[src/rtl/piece_bag.sv]
// piece_bag: 7-bag tetromino randomizer.
// Each bag holds one copy of every piece id 0..6. A random start index is
// taken from the low three bits of random_i. When that piece has already
// been dealt, the bag is scanned upward from the next index, wrapping from
// 6 back to 0, until a remaining piece is found. When the bag is empty it
// is refilled before the next pick, so every aligned group of seven dealt
// pieces is a permutation of 0..6.
module piece_bag #(
  parameter int rand_width_p  = 16,
  parameter int count_width_p = 16
) (
  input  logic                     clk_i,
  input  logic                     reset_n_i,
  input  logic [rand_width_p-1:0]  random_i,
  input  logic                     piece_ready_i,
  output logic                     piece_v_o,
  output logic [2:0]               piece_o,
  output logic [6:0]               bag_o,
  output logic [count_width_p-1:0] dealt_count_o
);

  typedef enum logic [1:0] {
    FILL  = 2'd0,
    PICK  = 2'd1,
    SCAN  = 2'd2,
    VALID = 2'd3
  } state_t;

  state_t                   state_reg, state_next;
  logic [2:0]               piece_reg, piece_next;
  logic [6:0]               bag_reg,   bag_next;
  logic [2:0]               idx_reg,   idx_next;
  logic [count_width_p-1:0] count_reg, count_next;

  logic [2:0] start_idx;
  logic [6:0] start_mask;
  logic [6:0] idx_mask;
  logic       start_hit;
  logic       idx_hit;

  // Advance a bag index by one, wrapping 6 -> 0.
  function automatic logic [2:0] wrap_inc(input logic [2:0] v);
    return (v == 3'd6) ? 3'd0 : v + 3'd1;
  endfunction

  // Only the low three random bits matter; a raw value of 7 folds onto 0.
  assign start_idx = (random_i[2:0] == 3'd7) ? 3'd0 : random_i[2:0];

  // The upper random bits are intentionally ignored; reducing them into a
  // dead signal keeps them out of every functional path.
  generate
    if (rand_width_p > 3) begin : g_unused_rand
      logic unused_rand_bits;
      assign unused_rand_bits = ^random_i[rand_width_p-1:3];
    end
  endgenerate

  // One-hot decode of the start and scan indices into bag bit positions.
  generate
    for (genvar gi = 0; gi < 7; gi++) begin : g_mask
      assign start_mask[gi] = (start_idx == 3'(gi));
      assign idx_mask[gi]   = (idx_reg   == 3'(gi));
    end
  endgenerate

  assign start_hit = |(bag_reg & start_mask);
  assign idx_hit   = |(bag_reg & idx_mask);

  // State and datapath registers; reset discards any pending piece and bag.
  always_ff @(posedge clk_i or negedge reset_n_i) begin
    if (!reset_n_i) begin
      state_reg <= FILL;
      piece_reg <= 3'd0;
      bag_reg   <= 7'h00;
      idx_reg   <= 3'd0;
      count_reg <= '0;
    end else begin
      state_reg <= state_next;
      piece_reg <= piece_next;
      bag_reg   <= bag_next;
      idx_reg   <= idx_next;
      count_reg <= count_next;
    end
  end

  // Next-state logic: refill, random pick, linear scan, then hold until accepted.
  always_comb begin
    state_next = state_reg;
    piece_next = piece_reg;
    bag_next   = bag_reg;
    idx_next   = idx_reg;
    count_next = count_reg;
    case (state_reg)
      FILL: begin
        bag_next   = 7'h7F;
        state_next = PICK;
      end
      PICK: begin
        if (start_hit) begin
          piece_next = start_idx;
          bag_next   = bag_reg & ~start_mask;
          state_next = VALID;
        end else begin
          idx_next   = wrap_inc(start_idx);
          state_next = SCAN;
        end
      end
      SCAN: begin
        if (idx_hit) begin
          piece_next = idx_reg;
          bag_next   = bag_reg & ~idx_mask;
          state_next = VALID;
        end else begin
          idx_next   = wrap_inc(idx_reg);
        end
      end
      VALID: begin
        // Everything holds until the consumer takes the piece.
        if (piece_ready_i) begin
          count_next = count_reg + 1'b1;
          state_next = (bag_reg == 7'h00) ? FILL : PICK;
        end
      end
      default: state_next = FILL;
    endcase
  end

  assign piece_v_o     = (state_reg == VALID);
  assign piece_o       = piece_reg;
  assign bag_o         = bag_reg;
  assign dealt_count_o = count_reg;

endmodule

[config.mk]
export PLATFORM = sky130hd
export DESIGN_NAME = piece_bag
export DESIGN_NICKNAME = d
export VERILOG_FILES = /design/src/rtl/piece_bag.sv
export SDC_FILE = /design/constraint.sdc
export NUM_CORES = 1
export LEC_CHECK = 0
export CORE_UTILIZATION = 40
export CTS_CLUSTER_DIAMETER = 60
export DETAILED_ROUTE_END_ITERATION = 10
export PLACE_DENSITY = 0.71
export SLEW_MARGIN = 10
export SYNTH_ARGS = -nofsm -noshare
export SYNTH_HDL_FRONTEND = slang
export SYNTH_SLANG_ARGS = --single-unit
[constraint.sdc]
create_clock -name clk_i -period 2.2 [get_ports clk_i]
set_clock_uncertainty 0.05 [all_clocks]
set_input_delay 0.66 -clock clk_i [delete_from_list [all_inputs] [get_ports clk_i]]
set_output_delay 0.66 -clock clk_i [all_outputs]
set_load 0.02 [all_outputs]
# After elaboration in Yosys (flattened, before gate mapping)

Cells that the tools add are included.

Shifts and indexed selects: 0
Bitwise logic cells: 6
$lt $le $gt $ge: 0
Multiply operators: 0
Equality and inequality tests: 21
$add $sub $neg: 3
Multiplexer cells: 17
Divide/modulo/power cells: 0
Reduce and logical (&&, ||, !) cells: 13

Operators by type and width:

| kind                  | count |
|---|---|
| $and 7x7->7           | 4 |
| $eq 3x3->1 const B    | 7 |
| $mux 3                | 7 |
| $pmux 7 s3            | 1 |
| $add 16x1->16 const B | 1 |
| $mux 7                | 2 |
| $not 7->7             | 2 |
| $reduce_or 7->1       | 2 |
| $eq 3x2->1 const B    | 4 |
| $pmux 3 s2            | 2 |
| $ne 2x2->1 const B    | 5 |
| $reduce_and 3->1      | 3 |
| $pmux 2 s4            | 1 |
| $logic_not 7->1       | 1 |
| $add 3x1->3 const B   | 2 |
| $eq 3x1->1 const B    | 2 |
| $logic_not 3->1       | 2 |
| $eq 2x2->1 const B    | 2 |
| $mux 2                | 2 |
| $reduce_and 2->1      | 2 |
| $reduce_bool 3->1     | 1 |
| $eq 2x1->1 const B    | 1 |
| $logic_not 2->1       | 1 |
| $mux 1                | 2 |
| $reduce_bool 2->1     | 1 |

Input port bits: 19
Bits in latches: 0
Logic and storage cells: 65
Bits in read-only memories: 0
Output and inout bits: 27
Memories kept: 0
Flip-flop bits (word level): 31
Memory bits (writable): 0

# Depth between registers and ports, before layout

Gate-level depths: netlist of run 1.

Word-level depth: 7
Mapped depth: 10
Gate-level depth less buffers: 8

# Least setup slack after synthesis of run 1

Ideal clock, no wire load.

Path kind: input to register
From: input random_i[2]
To: register bag_reg[5] (netlist: bag_o[5])
Setup slack: -0.249 ns
Stages on the path: 10
Required time: 2.010 ns
Setup time: 0.140 ns
Data arrival time: 2.258 ns
Path through: buf_2 > clkbuf_1 > nand2_1 > ha_1 > nand2_1 > o211ai_1 > nor3_2 > or4_1 > buf_6 > nand3_2

Word-level cells in the longest chain between the ends: 7
Elaborated cells between the ends (all ways): 17
Those cells by class: eq/ne: 8; mux: 3; bitwise: 3; reduce/logical: 3

RTL lines:

| what                                                                   | line    | text |
|---|---|---|
| from (decl)                                                            | 14      | `input logic [rand_width_p-1:0] random_i,` |
| $eq 3x3->1                                                             | 47      | `assign start_idx = (random_i[2:0] == 3'd7) ? 3'd0 : random_i[2:0];` |
| $mux 3 (*)                                                             | 47      |  |
| $eq 3x1->1 (tied with other cells)                                     | 61      | `assign start_mask[gi] = (start_idx == 3'(gi));` |
| $and 7x7->7 / $not 7->7 (equally long branches)                        | 66, 101 |  |
| $reduce_or 7->1 / $and 7x7->7 (equally long branches)                  | 66, 101 |  |
| $ne 2x2->1 (no source line) / $mux 7 (equally long branches)           | -       |  |
| $reduce_and 3->1 (no source line) / $pmux 7 s3 (equally long branches) | -       |  |
| to (signal assigned)                                                   | 80      | `bag_reg <= bag_next;` |
| to (decl)                                                              | 31      | `logic [6:0] bag_reg, bag_next;` |

Every way passes the cells marked *; elsewhere a longest branch is shown, timed or not. The select of a mux whose other input is x is not followed.
A chain may end at the register's enable or synchronous reset.

# Final worst setup path of run 1

From: input random_i[1]
To: register idx_reg[0]

Word-level cells in the longest chain between the ends: 7
Elaborated cells between the ends (all ways): 17
Those cells by class: add/sub: 1; eq/ne: 8; mux: 4; bitwise: 1; reduce/logical: 3

RTL lines:

| what                               | line | text |
|---|---|---|
| $eq 3x3->1                         | 47   |  |
| $mux 3 (*)                         | 47   |  |
| $eq 3x1->1 (tied with other cells) | 61   |  |
| $and 7x7->7                        | 66   | `assign start_hit = \|(bag_reg & start_mask);` |
| $reduce_or 7->1                    | 66   |  |
| $ne 2x2->1 (no source line)        | -    |  |
| $reduce_and 3->1 (no source line)  | -    |  |
| to (signal assigned)               | 81   | `idx_reg <= idx_next;` |
| to (decl)                          | 32   | `logic [2:0] idx_reg, idx_next;` |

Marks and branches as above.

==> results.yml, run 1 <==
timing:
  fin_tns_setup_ps: 0
  slew_violations: 0
  post-route-period-util: 0.966
  hold_viol: 0
  finalWorstPathRequiredPeriod_ps: 2130
  fin_ws_ps: 74.9
  worstMarginPinSlew_ps: 594
  rsz0062_at_grt: "false"
  fmax_ghz: 0.471
  setup_violations: 0
  holdWs_ps: 415
  relSlewSlack: 0.599
cells_and_area:
  regArea_um2: 777
  final_cell_area_um2: 2600
  drive_gt1_frac: 0.267
  n_antenna_cell: 0
  largest_reg_flops: 16
  multiInputGateArea_um2: 1080
  final_nets: 284
  area_growth_pct: 37.4
  nFillCells: 411
  final_util: 0.584
  instances_no_fill: 310
drt:
  drc_errors: 6
  wire_per_inst_um: 14.4
  initialDrtViolationCount: 103
  first_pass_iters: 8
  postRouteAntennaNets: 0
  vias: 1700
  routed_wl_um: 4460
  routed_via_density: 5.48
synthesis:
  syn_area_um2: 1890
  async_reset_ff_frac: 1.00
  synth_edf_count: 0
  ys.warnings.count: 0
  synth_top_flop_cell: "dfrtp_1"
  syn-num-nets: 222
  synth-seq-cells: 31
  ys_seq_area_frac: 0.410
  ys_types: 46
  synthCells: 195
  avgSynthCellArea_um2: 9.70
grt:
  met3_usage: 0.0427
  grt_overflow_total: 0
  grt_max_degree: 32
  use_met2: 0.315
  first_global_vias: 1670
  top_usage_layer: "met2"
  antenna_found_initial: 0
  met1_usage: 0.253
  grt.total_usage: 0.194
  grt_pass1_wl_um: 7660
place:
  post_dp_cell_area_um2: 2430
  dpl.cell_count: 296
  portBuffers: 32
  routabilityCongestion: 0.847
  hpwl_um: 3250
  dp_slack_ps: -621
clock_network:
  clkTransAtPathRegs_ps: 60
  ctsHtreeMaxLevel: 2
  numCtsBuffers: 5
  root_buffer: "clkbuf_8"
  ctsLongestPathBuffers: 2
  cts_hold_buf: 0
  cts_tree: "done"
  cts_sinks: 31
  clock_latency_ps: 290
pwr:
  peakVddDrop_v: 0.000804
  power_leakage_nw: 1.12
  cellPowerDensity_nw_per_um2: 1270
  power.total_mw: 3.31
setup_path:
  start_kind: "input port"
  crit_type: "input port to flip-flop"
  cp_slowest_stage_delay_ps: 290
  r2r_cells: 7
  cp_data_required_time_ps: 2320
  cp_data_arrival_time_ps: 2240
  cp_slowest_cell: "mux2_2"
  crit_fanout: 5
  path_common_cell: "nand2_2"
  end_kind: "flip-flop"
  crit_chain: "clkdlybuf4s15_2 -> nand2_2 -> nand2_2 -> ha_4 -> nand2_1 -> o211ai_1 -> buf_4 -> o21ai_2 -> nand3_2 -> mux2_2"
status:
  violations: "DRC"
  outcome: "complete, but fails checks"
die:
  initial_utilization: 0.425
  die_w_um: 70.8
  dieArea_um2: 5010
  ios: 46
  row_count: 24
  core_area_um2: 4440
  die_h_um: 70.8
min_path:
  hold_depth: 1
  min_path_type: "flip-flop to flip-flop"
run:
  maxCapViolCount: 0
==> where the power goes <==
| part | internal, mW | leakage, nW | switching (mW) | total [mW] |
|---|---|---|---|---|
| Sequential | 0.748 | 0.379 | 0.214 | 0.962 |
| Combinational | 0.936 | 0.690 | 0.977 | 1.91 |
| Clock | 0.216 | 0.0477 | 0.218 | 0.434 |
| Total | 1.90 | 1.12 | 1.41 | 3.31 |
==> cells in the mapped netlist, types with 4 or more instances <==
library cell / count / area share
o31ai_1: 7 / 0.028
nand4_1: 5 / 0.017
mux2i_1: 4 / 0.021
nor3_1: 4 / 0.011
xnor2_1: 9 / 0.042
ha_1: 8 / 0.053
o21ai_0: 10 / 0.026
inv_1: 7 / 0.014
nand2_1: 25 / 0.050
mux2_2: 8 / 0.048
nand3_1: 11 / 0.029
nor2_1: 8 / 0.016
xor2_1: 6 / 0.028
dfrtp_1: 31 / 0.41
==> path summary, 6_finish.rpt <==
path / from / to / slack, ps
min in group asynchronous: reset_n_i / idx_reg[1] / 710
min: dealt_count_o[15] / dealt_count_o[15] / 420
max: random_i[1] / idx_reg[0] / 70
max in group asynchronous: reset_n_i / idx_reg[2] / 1080
max reg2reg: idx_reg[0] / piece_o[1] / 160
min reg2reg: dealt_count_o[15] / dealt_count_o[15] / 420
==> logic make-up (layout without fill, tap and decap cells) <==
| logic type | Yosys count | count (layout) | synth area share |
|---|---|---|---|
| xor+xnor | 15 | 15 | 0.0695 |
| compound gates | 34 | 34 | 0.130 |
| fa+ha+maj | 8 | 8 | 0.0529 |
| buf+inv | 18 | 81 | 0.0476 |
| simple gates | 77 | 77 | 0.220 |
| flops | 31 | 31 | 0.410 |
| mux | 12 | 12 | 0.0688 |
==> critical path: cells and delay by family <==
family,cells,cell delay [ps]
adder cells (fa/ha/maj),1,160
AO/OA/AOI/OAI,2,340
multiplexers,1,290
buffers and inverters,2,410
AND/OR/NAND/NOR,4,390
==> per-layer routing <==
metal,vias up,wire length [um]
met5,-,0
li1,822,-
met1,826,2110
met2,44,2070
met4,0,77
met3,8,203
==> layout by cell type, fill, tap and decap left out, types with 3 or more instances in the layout <==
cell type	count
o211ai_1	3
mux2i_1	4
xor2_1	6
nand3_1	10
dfrtp_1	30
buf_4	31
xnor2_1	9
o31ai_1	7
nand4_1	5
o21ai_0	9
a21oi_1	3
nand2b_1	3
nand2_1	23
clkdlybuf4s50_1	28
clkinv_2	3
nor4_1	3
nand3_2	4
ha_1	7
nor2_1	7
clkbuf_8	5
inv_1	7
mux2_2	7
nor3_1	4
==> final cells by class <==
class / instances / area share
Timing Repair Buffer: 64 / 0.215
Inverter: 9 / 0.0130
Tap cell: 52 / 0.0250
Clock inverter: 3 / 0.00578
Sequential cell: 31 / 0.299
Multi-Input combinational cell: 146 / 0.415
Clock buffer: 5 / 0.0265
==> repair_timing <==
action                                  in CTS  in global routing
pin swaps                                    6                  4
endpoints found under the setup margin      14                 13
buffers inserted                             4                  2
resized for setup                           19                  2
Power figures use the tool's default switching activity.
==> inputs of run 2 (changes only) <==
--- a/config.mk
+++ b/config.mk
@@ -5,6 +5,7 @@
 export SDC_FILE = /design/constraint.sdc
 export NUM_CORES = 1
 export LEC_CHECK = 0
+export ABC_CLOCK_PERIOD_IN_PS = 2200
 export CORE_UTILIZATION = 40
 export CTS_CLUSTER_DIAMETER = 60
 export DETAILED_ROUTE_END_ITERATION = 10
==> results of run 2 <==
No change in the layout: final DEF, timing and power equal those of run 1.
